<file path="src/rtl/mem_control.sv">
// Memory/IO controller between the MEM stage and the external async SRAM and UART.
// Sequences multi-cycle strobes and stalls the pipeline until each access completes.
module mem_control #(
    parameter logic [15:0] UART_DATA_ADDR = 16'hBF00,
    parameter logic [15:0] UART_STAT_ADDR = 16'hBF01
) (
    input  logic        clk,
    input  logic        rst,
    input  logic [15:0] memAddr_i,
    input  logic        rMem_i,
    input  logic        wMem_i,
    input  logic [15:0] wData_mem_i,
    output logic [15:0] rData_o,
    output logic        stall_o,
    output logic [17:0] ram_addr_o,
    output logic [15:0] ram_data_o,
    output logic        ram_data_oe_o,
    input  logic [15:0] ram_data_i,
    output logic        ram_ce_n_o,
    output logic        ram_oe_n_o,
    output logic        ram_we_n_o,
    output logic [7:0]  uart_data_o,
    input  logic [7:0]  uart_data_i,
    output logic        uart_wrn_o,
    output logic        uart_rdn_o,
    input  logic        uart_tbre_i,
    input  logic        uart_tsre_i,
    input  logic        uart_data_ready_i
);

    localparam int unsigned DATA_W     = 16;
    localparam int unsigned RAM_ADDR_W = 18;
    localparam int unsigned UART_W     = 8;

    typedef enum logic [3:0] {
        IDLE, W_SETUP, W_PULSE, W_HOLD,
        U_WSETUP, U_WPULSE, U_WDONE,
        U_RPULSE1, U_RPULSE2, U_RDONE
    } state_t;

    state_t                  state_q, state_d;
    logic [RAM_ADDR_W-1:0]   addr_q, addr_d;
    logic [DATA_W-1:0]       wdata_q, wdata_d;
    logic [UART_W-1:0]       uart_q, uart_d;
    logic [DATA_W-1:0]       rdata_q, rdata_d;
    logic                    we_n_q, we_n_d;
    logic                    wrn_q, wrn_d;
    logic                    rdn_q, rdn_d;

    logic is_data, is_stat, req_w, req_r;

    // Reset masks requests so a request in the reset cycle never starts an access
    assign is_data = (memAddr_i == UART_DATA_ADDR);
    assign is_stat = (memAddr_i == UART_STAT_ADDR);
    assign req_w   = wMem_i & ~rst;
    assign req_r   = rMem_i & ~wMem_i & ~rst;

    assign ram_we_n_o  = we_n_q;
    assign uart_wrn_o  = wrn_q;
    assign uart_rdn_o  = rdn_q;
    assign ram_data_o  = wdata_q;
    assign uart_data_o = uart_q;

    always_ff @(posedge clk) begin
        if (rst) begin
            state_q <= IDLE;
            addr_q  <= '0;
            wdata_q <= '0;
            uart_q  <= '0;
            rdata_q <= '0;
            we_n_q  <= 1'b1;
            wrn_q   <= 1'b1;
            rdn_q   <= 1'b1;
        end else begin
            state_q <= state_d;
            addr_q  <= addr_d;
            wdata_q <= wdata_d;
            uart_q  <= uart_d;
            rdata_q <= rdata_d;
            we_n_q  <= we_n_d;
            wrn_q   <= wrn_d;
            rdn_q   <= rdn_d;
        end
    end

    always_comb begin
        state_d       = state_q;
        addr_d        = addr_q;
        wdata_d       = wdata_q;
        uart_d        = uart_q;
        rdata_d       = rdata_q;
        rData_o       = '0;
        stall_o       = 1'b0;
        ram_ce_n_o    = 1'b1;
        ram_oe_n_o    = 1'b1;
        ram_data_oe_o = 1'b0;
        ram_addr_o    = RAM_ADDR_W'(memAddr_i);

        case (state_q)
            IDLE: begin
                if (req_w) begin
                    if (is_data) begin
                        uart_d  = wData_mem_i[UART_W-1:0];
                        stall_o = 1'b1;
                        state_d = U_WSETUP;
                    end else if (!is_stat) begin
                        addr_d  = RAM_ADDR_W'(memAddr_i);
                        wdata_d = wData_mem_i;
                        stall_o = 1'b1;
                        state_d = W_SETUP;
                    end
                end else if (req_r) begin
                    if (is_data) begin
                        stall_o = 1'b1;
                        state_d = U_RPULSE1;
                    end else if (is_stat) begin
                        rData_o = {{(DATA_W-2){1'b0}}, uart_data_ready_i,
                                   uart_tbre_i & uart_tsre_i};
                    end else begin
                        ram_ce_n_o = 1'b0;
                        ram_oe_n_o = 1'b0;
                        rData_o    = ram_data_i;
                    end
                end
            end
            W_SETUP, W_PULSE, W_HOLD: begin
                ram_ce_n_o    = 1'b0;
                ram_data_oe_o = 1'b1;
                ram_addr_o    = addr_q;
                stall_o       = (state_q != W_HOLD);
                state_d       = (state_q == W_SETUP) ? W_PULSE :
                                (state_q == W_PULSE) ? W_HOLD  : IDLE;
            end
            U_WSETUP: begin
                stall_o = 1'b1;
                state_d = U_WPULSE;
            end
            U_WPULSE: begin
                stall_o = 1'b1;
                state_d = U_WDONE;
            end
            U_WDONE: state_d = IDLE;
            U_RPULSE1: begin
                stall_o = 1'b1;
                state_d = U_RPULSE2;
            end
            U_RPULSE2: begin
                stall_o = 1'b1;
                rdata_d = {{(DATA_W-UART_W){1'b0}}, uart_data_i};
                state_d = U_RDONE;
            end
            U_RDONE: begin
                rData_o = rdata_q;
                state_d = IDLE;
            end
            default: state_d = IDLE;
        endcase

        // Strobes are registered from the next state so they change only on clock edges
        we_n_d = (state_d != W_PULSE);
        wrn_d  = (state_d != U_WPULSE);
        rdn_d  = !((state_d == U_RPULSE1) || (state_d == U_RPULSE2));
    end

endmodule

</file>
<file path="config.mk">
export PLATFORM = sky130hd
export DESIGN_NAME = mem_control
export DESIGN_NICKNAME = d
export VERILOG_FILES = /design/src/rtl/mem_control.sv
export SDC_FILE = /design/constraint.sdc
export NUM_CORES = 1
export LEC_CHECK = 0
export BUFFER_PORTS_ARGS = -buffer_cell sky130_fd_sc_hd__buf_4
export CAP_MARGIN = 20
export CORE_MARGIN = 8
export CORE_UTILIZATION = 42
export CTS_CLUSTER_DIAMETER = 100
export DETAILED_ROUTE_END_ITERATION = 16
export PLACE_DENSITY = 0.76
export RECOVER_POWER = 50
export SYNTH_ARGS = -nofsm -noshare
export SYNTH_HDL_FRONTEND = slang
export SYNTH_SLANG_ARGS = --single-unit
</file>
<file path="constraint.sdc">
create_clock -name clk -period 3 [get_ports clk]
set_input_delay 0.3 -clock clk [delete_from_list [all_inputs] [get_ports clk]]
set_output_delay 0.3 -clock clk [all_outputs]
set_load 0.02 [all_outputs]
</file>
## Word-level counts from Yosys, hierarchy flattened

Cells that the tools add are included.

| operators by class | value |
|---|---|
| magnitude comparators | 0 |
| add/sub/neg operators | 0 |
| muxes and demuxes | 27 |
| reductions and logical operators | 7 |
| divide/modulo/power cells | 0 |
| eq/ne operators | 15 |
| bitwise logic cells | 8 |
| shifts and indexed selects | 0 |
| $mul | 0 |

Operators with widths:

| cell | count |
|---|---|
| $mux 16 | 5 |
| $eq 16x16->1 const B | 2 |
| $pmux 16 s2 | 1 |
| $pmux 4 s6 | 1 |
| $mux 4 | 5 |
| $eq 4x3->1 const B | 4 |
| $eq 4x4->1 const B | 3 |
| $mux 1 | 11 |
| $eq 4x2->1 const B | 2 |
| $ne 4x2->1 const B | 2 |
| $and 1x1->1 | 4 |
| $eq 4x1->1 const B | 1 |
| $logic_not 4->1 | 1 |
| $mux 2 | 2 |
| $ne 4x3->1 const B | 1 |
| $not 1->1 | 4 |
| $reduce_and 4->1 | 1 |
| $reduce_or 4->1 | 1 |
| $pmux 1 s3 | 1 |
| $reduce_and 3->1 | 1 |
| $reduce_or 3->1 | 1 |
| $pmux 1 s2 | 1 |
| $logic_not 1->1 | 1 |
| $logic_or 1x1->1 | 1 |

| storage, ports and cells | value |
|---|---|
| input bits | 63 |
| memory bits (writable) | 0 |
| latch bits | 0 |
| register bits | 55 |
| memory bits (read-only) | 0 |
| memories kept | 0 |
| output and inout bits | 65 |

## Logic depth before layout (Yosys ltp)

| logic depth | value |
|---|---|
| depth after elaboration | 9 |
| gate-level depth with buffers | 8 |

## Worst setup path before layout

No wires, ideal clock.

| timing path | value |
|---|---|
| kind | input-to-output |
| start | in rst |
| end | out rData_o[1] |
| cell stages on the path | 6 |
| setup slack | 0.931 ns |
| arrival | 1.769 ns |
| buffers on the path | 2 |
| path through | buf_2 > or3b_1 > nor3_2 > clkbuf_1 > a22oi_1 > nand2_1 |

| on the way | value |
|---|---|
| word-level cells in the longest chain between the ends | 5 |

RTL lines:

| element | RTL line | source |
|---|---|---|
| start: declaration | 8 | `input logic rst,` |
| $not 1->1 * | 55, 56 |  |
| $and 1x1->1 | 56 | `assign req_r = rMem_i & ~wMem_i & ~rst;` |
| $mux 16 | 112 | `end else if (req_r) begin` |
| $mux 16 * | 101 | `if (req_w) begin` |
| $pmux 16 s2 * | 99 | `case (state_q)` |
| end: declaration | 13 | `output logic [15:0] rData_o,` |

Every way passes the cells marked *; elsewhere a longest branch is shown, timed or not.

## Worst setup path in the final report

| timing path | value |
|---|---|
| start | reg state_q[3] |
| end | out ram_addr_o[15] |

| on the way | value |
|---|---|
| word-level cells in the longest chain between the ends | 3 |

RTL lines:

| element | RTL line | source |
|---|---|---|
| start: declaration | 41 | `state_t state_q, state_d;` |
| start signal: assignment | 75 | `state_q <= state_d;` |
| $eq 4x1->1 / $eq 4x2->1 (equally long branches) | 99 |  |
| $reduce_or 3->1 * | 99 |  |
| $mux 16 * | 99 |  |
| end: declaration | 15 | `output logic [17:0] ram_addr_o,` |

Marks and branches as above.

==> impl_metrics.env <==
export IMPL_irDropWorstVdd_uv=245.7
export IMPL_cts_root_buf="clkbuf_8"
export IMPL_pin_count=128
export IMPL_nets=494
export IMPL_post_route_min_period_ns=2.483
export IMPL_worstSetupPathType="reg -> out"
export IMPL_design_area_um2=3521
export IMPL_yosys_warnings=0
export IMPL_r2r_slack_ns=0.62
export IMPL_cp_end_kind="output pin"
export IMPL_cts_tree="done"
export IMPL_avgSynthCellArea_um2=8.177
export IMPL_yosys_area_top_type="dfxtp_1"
export IMPL_startpoint_type="flop"
export IMPL_dieWidth_um=94.19
export IMPL_synth_distinct_cells=44
export IMPL_hold_ws_ns=0.2247
export IMPL_finalClockSkew_ns=0.008130
export IMPL_clk_transition_reported_paths_ns=0.10
export IMPL_wl_um=7613
export IMPL_cts_htree_levels=2
export IMPL_clock_latency_ns=0.31
export IMPL_cts_hold_buffers=0
export IMPL_reg2reg_from="state_q[1]$_SDFF_PP0_"
export IMPL_rsz0062_at_grt="no"
export IMPL_crit_slowest_cell="dfxtp_1"
export IMPL_crit_start="state_q[3]$_SDFF_PP0_"
export IMPL_via_per_inst=5.081
export IMPL_grt_overflow=0
export IMPL_async_flop_share=0
export IMPL_drc=0
export IMPL_min_from="wData_mem_i[8]"
export IMPL_grt_pass1_wl_um=12000
export IMPL_cp_data_required_time_ns=2.70
export IMPL_netlist_top_cells_area="dfxtp_1 (43%), nand2_1 (13%), a21oi_1 (9.2%)"
export IMPL_grt_max_degree=57
export IMPL_synthTopCellsByCount="nand2_1 (89), dfxtp_1 (55), a21oi_1 (47), mux2_2 (16), nor2_1 (16)"
export IMPL_cts_resized=0
export IMPL_synth_area_um2=2567
export IMPL_wl_per_cell_um=15.02
export IMPL_path_cells="nor2_1 -> nand2_1 -> mux2_2 -> buf_4"
export IMPL_crit_path_max_fanout=17
export IMPL_synth_most_common_cell="nand2_1"
export IMPL_ys_ff_latch=55
export IMPL_synth_flop_cell="dfxtp_1"
export IMPL_ant_nets=0
export IMPL_globalplace_congestion=0.8085
export IMPL_maxCapViolCount=0
export IMPL_num_rows=28
export IMPL_synth_cells=314
export IMPL_path_buf_inv=1
export IMPL_finalSetupTns_ns=0
export IMPL_critPathTopFamily="simple AND/OR/NAND/NOR gates"
export IMPL_antenna_found_initial=0
export IMPL_slew_limit_headroom=0.2097
export IMPL_syn_to_final_growth_pct=37.13
export IMPL_cts_sinks=55
export IMPL_hold_depth=3
export IMPL_grt_pass1_vias=2442
export IMPL_drv_slew=0
export IMPL_power_total_mw=1.567
export IMPL_worstPathArrival_ns=2.18
export IMPL_r2r_end="uart_data_o[1]$_SDFFE_PP0P_"
export IMPL_post_cts_buffers=0
export IMPL_postPlaceCellArea_um2=3555
export IMPL_slowest_delay_ns=0.57
export IMPL_post_dp_hpwl_um=5811
export IMPL_drive_above_1_share=0.3056
export IMPL_yosysSeqAreaShare=0.4288
export IMPL_die_y_um=94.19
export IMPL_synth_edff_count=0
export IMPL_status="finished, final reports clean"
export IMPL_via_count=2576
export IMPL_numCtsBuffers=5
export IMPL_worstHoldPathType="in -> reg"
export IMPL_worst_r2r_cell_count=5
export IMPL_core_area_um2=5921
export IMPL_first_pass_iters=4
export IMPL_fin_crit_sh=0.8278
export IMPL_pre_cts_ws_ns=0.7806
export IMPL_hold_path_end="ram_data_o[8]$_SDFFE_PP0P_"
export IMPL_port_buffers=125
export IMPL_tightestPinTransition_ns=1.176
export IMPL_die_area_um2=8871
export IMPL_cellPowerDensity_nw_per_um2=445.0
export IMPL_grt_usage=0.1665
export IMPL_synth_top_area_frac=0.4288
export IMPL_hold_viol=0
export IMPL_start_util=0.4336
export IMPL_layout_setup_ws_ns=0.5167
export IMPL_fmaxAchievable_mhz=402.7
export IMPL_p_leak_nw=1.435
export IMPL_ctsLongestPathBuffers=2
export IMPL_first_iter_violations=102
export IMPL_insertedDiodeCount=0
export IMPL_setup_violations=0
-- worst min-delay path, delay by kind of cell --
| kind | cells | cell delay (ns) |
|---|---|---|
| AO/OA/AOI/OAI | 1 | 0.05 |
| buffers and inverters | 1 | 0.11 |
| AND/OR/NAND/NOR | 1 | 0.04 |
-- sequential cells by signal (all words and copies together), names as in the netlist --
name	cells
uart_data_o	8
ram_we_n_o	1
rdata_q	8
uart_rdn_o	1
ram_data_o	16
uart_wrn_o	1
addr_q	16
state_q	4
-- through the flow --
step	instances	utilization
detailed placement	499	0.6004
floorplan	315	-
global route	507	0.5947
finish	507	0.5947
CTS	507	0.6162
global placement	499	0.6004
-- metal layers --
layer | track usage | share of wire
met4 | 0.05152 | 0.013
met2 | 0.2822 | 0.49
met5 | 0 | 0
met3 | 0.05036 | 0.080
met1 | 0.1951 | 0.41
-- cells by family after synthesis --
kind of cell / after synthesis / share of synthesized area
multiplexers: 24 / 0.1014
AND/OR/NAND/NOR: 140 / 0.2715
XOR/XNOR: 1 / 0.003412
AO/OA/AOI/OAI: 67 / 0.1501
other: 1 / 0.001461
buffers and inverters: 26 / 0.04337
flip-flops: 55 / 0.4289
-- area by class of cell --
class	count	area, µm²
Inverter	5	18.77
Timing Repair Buffer	130	863.3
Clock inverter	3	25.02
Tap cell	75	93.84
Multi-Input combinational cell	234	1350
Sequential cell	55	1101
Fill cell	597	2400
Clock buffer	5	68.82
-- power by group --
group	total, mW	internal [mW]	leakage (nW)	switching (mW)
clock	0.415	0.167	0.0443	0.248
combinational	0.380	0.169	0.944	0.211
sequential	0.772	0.756	0.447	0.0160
-- cell usage in the layout, fill, tap and decap left out, types with 3 or more instances in the layout --
cell      instances
o21ai_0           3
nor2_1           16
buf_4           100
and2_1            8
clkbuf_8          5
nand2_1          89
nor3_1            3
dfxtp_1          55
clkbuf_1         30
mux2i_1           8
inv_1             5
a21oi_1          47
mux2_2           16
a22o_1            6
-- worst max path at each step --
stage                           to  slack [ns]  cells after the start
finish              ram_addr_o[15]        0.52                      4
detailed placement      rData_o[0]        0.78                      7
CTS                 ram_addr_o[15]        0.51                      4
floorplan               rData_o[1]        0.93                      6
global placement        rData_o[0]        0.78                      7
global route        ram_addr_o[15]        0.40                      4
Power figures use the tool's default switching activity.
